--- config.mk ---
export PLATFORM = sky130hd
export DESIGN_NAME = shared_wire_arbiter
export DESIGN_NICKNAME = d
export VERILOG_FILES = /design/src/rtl/wire_arb_pkg.sv /design/src/rtl/shared_wire_arbiter_rr_pick.sv /design/src/rtl/shared_wire_arbiter.sv
export SDC_FILE = /design/constraint.sdc
export NUM_CORES = 1
export LEC_CHECK = 0
export ABC_AREA = 1
export CAP_MARGIN = 20
export CELL_PAD_IN_SITES_DETAIL_PLACEMENT = 2
export CELL_PAD_IN_SITES_GLOBAL_PLACEMENT = 2
export CORE_ASPECT_RATIO = 0.5
export CORE_MARGIN = 5
export CORE_UTILIZATION = 27
export CTS_CLUSTER_DIAMETER = 100
export DETAILED_ROUTE_END_ITERATION = 10
export PLACE_DENSITY = 0.73
export SYNTH_ARGS = -nofsm -noshare
export SYNTH_HDL_FRONTEND = slang
export SYNTH_SLANG_ARGS = --single-unit
--- constraint.sdc ---
create_clock -name clk -period 2.7 [get_ports clk]
set_input_delay 0.81 -clock clk [delete_from_list [all_inputs] [get_ports clk]]
set_output_delay 0.81 -clock clk [all_outputs]
set_load 0.02 [all_outputs]
--- src/rtl/wire_arb_pkg.sv ---
// Shared types and defaults for the single-wire round-robin arbiter.
package wire_arb_pkg;

  typedef enum logic {
    ST_IDLE,
    ST_OWNED
  } arb_state_e;

  localparam int N_REQ_DEF    = 4;
  localparam int MAX_HOLD_DEF = 8;

  // Never returns zero, so an index or counter of two values still gets one bit.
  function automatic int idx_width(input int n);
    return (n <= 2) ? 1 : $clog2(n);
  endfunction

endpackage

--- src/rtl/shared_wire_arbiter_rr_pick.sv ---
// Rotating-priority selector: first set request at or after ptr, wrapping modulo N.
module rr_pick
  import wire_arb_pkg::*;
#(
  parameter  int N = N_REQ_DEF,
  localparam int W = idx_width(N)
) (
  input  logic [N-1:0] req,
  input  logic [W-1:0] ptr,
  output logic         found,
  output logic [W-1:0] idx,
  output logic [N-1:0] onehot
);

  int j;

  always_comb begin
    found  = 1'b0;
    idx    = '0;
    onehot = '0;
    j      = 0;
    for (int i = 0; i < N; i++) begin
      j = int'(ptr) + i;
      if (j >= N) j = j - N;
      if (!found && req[j]) begin
        found     = 1'b1;
        idx       = W'(j);
        onehot[j] = 1'b1;
      end
    end
  end

endmodule

--- src/rtl/shared_wire_arbiter.sv ---
// Round-robin owner of one shared 1-bit wire, with a hold limit under contention.
module shared_wire_arbiter
  import wire_arb_pkg::*;
#(
  parameter  int N_REQ    = N_REQ_DEF,
  parameter  int MAX_HOLD = MAX_HOLD_DEF,
  localparam int IW       = idx_width(N_REQ),
  localparam int HW       = idx_width(MAX_HOLD)
) (
  input  logic             clk,
  input  logic             rst_n,
  input  logic [N_REQ-1:0] req,
  input  logic [N_REQ-1:0] din,
  output logic [N_REQ-1:0] grant,
  output logic             grant_valid,
  output logic [IW-1:0]    gnt_id,
  output logic             out
);

  localparam logic [HW-1:0] HOLD_LAST = HW'(MAX_HOLD - 1);
  localparam logic [IW-1:0] ID_LAST   = IW'(N_REQ - 1);

  arb_state_e       state_q, state_d;
  logic [N_REQ-1:0] grant_q, grant_d;
  logic             grant_valid_q, grant_valid_d;
  logic [IW-1:0]    gnt_id_q, gnt_id_d;
  logic [IW-1:0]    ptr_q, ptr_d;
  logic [HW-1:0]    hold_q, hold_d;

  logic             owner_req, others_pending, forced_rel, release_own;
  logic [IW-1:0]    next_ptr, pick_ptr, pick_idx;
  logic             pick_found;
  logic [N_REQ-1:0] pick_onehot;

  // On release the pointer moves past the owner first, so it ranks last.
  always_comb begin
    owner_req      = req[gnt_id_q];
    others_pending = |(req & ~grant_q);
    forced_rel     = (hold_q == HOLD_LAST) && others_pending;
    release_own    = (state_q == ST_OWNED) && (!owner_req || forced_rel);
    next_ptr       = (gnt_id_q == ID_LAST) ? '0 : gnt_id_q + 1'b1;
    pick_ptr       = release_own ? next_ptr : ptr_q;
  end

  rr_pick #(.N(N_REQ)) u_pick (
    .req    (req),
    .ptr    (pick_ptr),
    .found  (pick_found),
    .idx    (pick_idx),
    .onehot (pick_onehot)
  );

  always_comb begin
    state_d       = state_q;
    grant_d       = grant_q;
    grant_valid_d = grant_valid_q;
    gnt_id_d      = gnt_id_q;
    ptr_d         = ptr_q;
    hold_d        = hold_q;
    case (state_q)
      ST_IDLE: begin
        if (pick_found) begin
          state_d       = ST_OWNED;
          grant_d       = pick_onehot;
          grant_valid_d = 1'b1;
          gnt_id_d      = pick_idx;
          hold_d        = '0;
        end
      end
      ST_OWNED: begin
        if (release_own) begin
          ptr_d  = next_ptr;
          hold_d = '0;
          if (pick_found) begin
            grant_d  = pick_onehot;
            gnt_id_d = pick_idx;
          end else begin
            state_d       = ST_IDLE;
            grant_d       = '0;
            grant_valid_d = 1'b0;
            gnt_id_d      = '0;
          end
        end else if (hold_q != HOLD_LAST) begin
          hold_d = hold_q + 1'b1;
        end
      end
      default: begin
        state_d       = ST_IDLE;
        grant_d       = '0;
        grant_valid_d = 1'b0;
        gnt_id_d      = '0;
        hold_d        = '0;
      end
    endcase
  end

  always_ff @(posedge clk or negedge rst_n) begin
    if (!rst_n) begin
      state_q       <= ST_IDLE;
      grant_q       <= '0;
      grant_valid_q <= 1'b0;
      gnt_id_q      <= '0;
      ptr_q         <= '0;
      hold_q        <= '0;
    end else begin
      state_q       <= state_d;
      grant_q       <= grant_d;
      grant_valid_q <= grant_valid_d;
      gnt_id_q      <= gnt_id_d;
      ptr_q         <= ptr_d;
      hold_q        <= hold_d;
    end
  end

  assign grant       = grant_q;
  assign grant_valid = grant_valid_q;
  assign gnt_id      = gnt_id_q;
  assign out         = grant_valid_q & din[gnt_id_q];

  a_grant_onehot0: assert property (@(posedge clk) disable iff (!rst_n) $onehot0(grant_q));
  a_valid_match:   assert property (@(posedge clk) disable iff (!rst_n) grant_valid_q == (|grant_q));
  a_id_match:      assert property (@(posedge clk) disable iff (!rst_n) grant_valid_q |-> grant_q[gnt_id_q]);

endmodule

==> results.py, run 1 <==
metrics = {
    "sta": {
        "finalHoldViolations": 0,
        "worstMarginPinSlew_ns": 0.747,
        "whs_ns": 0.539,
        "max_freq_ghz": 0.345,
        "fin_crit_ns": 2.90,
        "fin_crit_sh_pct": 107,
        "finalSetupViolCount": 10,
        "skew_ns": 0.00656,
        "rsz0062_at_grt": "true",
        "finalMaxSlewViolations": 0,
        "slew_headroom_pct": 50.0,
        "setup_ws_ns": -0.196,
    },
    "cts": {
        "cts_hold_buffers": 0,
        "clock_sinks": 13,
        "clk_path_buf_depth": 2,
        "numCtsBuffers": 3,
        "cts_tree": "done",
        "path_clk_slew_ns": 0.07,
        "cts-root-buf": "clkbuf_8",
        "clock_latency_ns": 0.26,
        "h-tree-depth": 1,
    },
    "global_route": {
        "grt-ovfl-total": 0,
        "grt_pass1_wl_mm": 11.5,
        "antenna_found_initial": 0,
        "grt_pass1_vias": 1978,
        "grt_usage_pct": 24.4,
        "grt_max_degree": 14,
    },
    "place": {
        "dp.cells": 312,
        "gp_congestion": 0.890,
        "hpwl_mm": 4.18,
        "port_buffers": 17,
        "place_ws_ns": -1.00,
    },
    "routing": {
        "wl_per_cell_microns": 23.2,
        "firstDrtPassIters": 4,
        "drc": 0,
        "drt_first_iter_violations": 51,
        "via_per_inst": 5.13,
        "wl_mm": 7.57,
        "antenna_left": 0,
        "via_count": 1672,
    },
    "final_layout": {
        "diodes": 0,
        "n_fill_cell": 497,
        "layout.nets": 282,
        "fin_util_pct": 50.2,
        "multi_input_area_sq_um": 1130,
        "regArea_sq_um": 327,
        "area_growth_pct": 76.5,
        "drive_gt1_share_pct": 46.5,
        "final_cells": 326,
    },
    "worst_setup_path": {
        "cp_slowest_cell": "nor3_4",
        "critical_path_class": "input pin to flip-flop",
        "path_max_fanout": 7,
        "required_ns": 2.84,
        "r2r-end": "gnt_id[1]$_DFFE_PN0P_",
        "ff2ff_setup_slack_ns": -0.07,
        "r2r_start": "gnt_id[0]$_DFFE_PN0P_",
        "slowest_delay_ns": 0.23,
        "crit_chain": "buf_6 > buf_6 > inv_12 > nand2_4 > nand3_2 > o21ai_2 > nand2_4 > nand2_4 > buf_4 > nand2_1 > o21ai_2 > nand3_1 > nand2_2 > nor3_4 > nand3_4 > inv_4 > ha_4 > inv_4 > nand2_8 > inv_8 > nand2_2 > nand2_1",
        "end_kind": "flip-flop",
        "cp.arrival_ns": 3.03,
        "critPathLaunchType": "input pin",
        "cpMostUsedCell": "nand2_4",
        "r2r_cells": 19,
    },
    "synth": {
        "syn-num-nets": 213,
        "ys_seq_area_share_pct": 25.5,
        "synthesis.area_sq_um": 1280,
        "synth.avg_cell_area_sq_um": 6.65,
        "netlist_instances": 192,
        "ys_types": 19,
        "yosysWarnings": 0,
        "ys_ff_latch": 13,
    },
    "floorplan": {
        "core_sq_um": 4490,
        "start_util_pct": 28.4,
        "die_y_microns": 58.6,
        "io_pins": 18,
        "dieArea_sq_um": 6290,
        "rows": 17,
        "fp.dieW_microns": 107,
    },
    "run_status": {
        "failed_checks": "setup timing",
        "outcome": "complete, but fails checks",
    },
    "hold_path": {
        "worstHoldEndpoint": "hold_q[2]$_DFFE_PN0P_",
        "hold_path.class": "flip-flop to flip-flop",
        "whs_path_depth": 2,
        "min-delay-start": "hold_q[2]$_DFFE_PN0P_",
    },
    "run": {
        "cap_violations": 0,
    },
}
==> metrics by stage <==
step / instance area, sq um / TNS (ns)
after global placement: 1920 / -8.43
after global routing: 2250 / -2.61
after CTS: 2130 / -1.27
after floorplan: 1390 / -0.546
final: 2250 / -1.32
after detailed placement: 1920 / -10.56
==> cell families after synthesis <==
group	count (synthesis)	synth area share [%]
buf+inv	28	8.24
simple gates	126	49.5
flops	13	25.5
fa+ha+maj	11	10.8
compound gates	14	5.98
==> placed cells by master, fill, tap and decap left out <==
cell / netlist / final
inv_4: 0 / 3
ha_4: 0 / 2
clkdlybuf4s50_1: 0 / 12
clkbuf_1: 0 / 1
nand3_2: 4 / 13
nor2_1: 15 / 14
inv_6: 0 / 1
inv_8: 0 / 1
o21ai_1: 2 / 4
buf_4: 0 / 45
dfrtp_2: 0 / 1
ha_1: 11 / 9
nand3_1: 30 / 15
clkdlybuf4s15_2: 0 / 1
nor2_8: 1 / 1
clkbuf_4: 0 / 1
nand2_1: 56 / 42
clkbuf_8: 0 / 3
nand3_4: 1 / 7
buf_2: 0 / 1
inv_1: 27 / 21
nand4_1: 5 / 5
o21ai_4: 0 / 1
o21ai_0: 9 / 2
inv_12: 0 / 1
dfrtp_1: 13 / 12
nor3_4: 0 / 1
nand2_2: 9 / 13
a21oi_1: 1 / 1
nand2_8: 0 / 2
nor2_2: 0 / 1
nand2_4: 4 / 12
buf_6: 0 / 4
a21boi_1: 0 / 1
o21ai_2: 1 / 5
inv_2: 1 / 1
==> worst max-delay path, delay by kind of cell <==
family / cells / cell delay (ns)
buf+inv: 7 / 0.63
fa+ha+maj: 1 / 0.13
compound gates: 2 / 0.18
simple gates: 12 / 1.27
==> final cells by class <==
class	count	area share, %
Multi-Input combinational cell	151	50.3
Timing Repair Buffer	64	23.4
Sequential cell	13	14.5
Inverter	28	6.11
Tap cell	66	3.67
Clock buffer	4	2.00
==> worst max path at each step <==
| stage | startpoint | to | depth (start not counted) | slack [ns] |
|---|---|---|---|---|
| 5_1_grt | req[3] | gnt_id[1]$_DFFE_PN0P_ | 20 | -0.30 |
| 6_report | req[0] | gnt_id[1]$_DFFE_PN0P_ | 22 | -0.20 |
| 3_3_place_gp | req[1] | gnt_id[0]$_DFFE_PN0P_ | 20 | -0.80 |
| 4_1_cts | req[0] | gnt_id[0]$_DFFE_PN0P_ | 23 | -0.16 |
| 3_5_place_dp | req[1] | grant[2]$_DFFE_PN0P_ | 21 | -1.00 |
| 2_1_floorplan | req[0] | gnt_id[0]$_DFFE_PN0P_ | 21 | -0.07 |
==> timing repair <==
item / CTS / global route
resized for setup: 54 / 27
gates cloned: 0 / 0
buffers inserted: 7 / 4
endpoints found under the setup margin: 12 / 11
pin swaps: 17 / 13
==> cell usage after synthesis (all sizes together) <==
cell type,number,area share (%)
o21ai,12,5.0
nand4,5,2.5
ha,11,11
nor2,16,6.0
dfrtp,13,25
inv,28,8.2
nor3,1,0.39
nand3,35,16
a21boi,1,0.59
nand2,69,24
a21oi,1,0.39
==> per-layer routing <==
metal	vias up	wire length, microns	global-route usage [%]
li1	760	-	-
met1	845	3200	28.1
met2	44	3920	47.5
met3	23	157	2.41
met4	0	290	8.74
met5	-	0	0
==> state kept, by name (all words and copies together), names as in the netlist <==
register / count
gnt_id: 2
grant: 4
grant_valid: 1
hold_q: 3
ptr_q: 2
state_q: 1
Power of run 1 is left out: the tool's default activity adds up to more than one toggle a clock period on the data nets, which glitch-free logic cannot reach.
==> inputs of run 2 (changes only) <==
--- a/config.mk
+++ b/config.mk
@@ -14,7 +14,9 @@
 export CORE_UTILIZATION = 27
 export CTS_CLUSTER_DIAMETER = 100
 export DETAILED_ROUTE_END_ITERATION = 10
+export GPL_ROUTABILITY_DRIVEN = 0
 export PLACE_DENSITY = 0.73
+export SLEW_MARGIN = 20
 export SYNTH_ARGS = -nofsm -noshare
 export SYNTH_HDL_FRONTEND = slang
 export SYNTH_SLANG_ARGS = --single-unit
==> results of run 2 <==
The final DEF is identical to that of run 1; final timing and power are the same.
Power of run 2 is left out for the same reason.
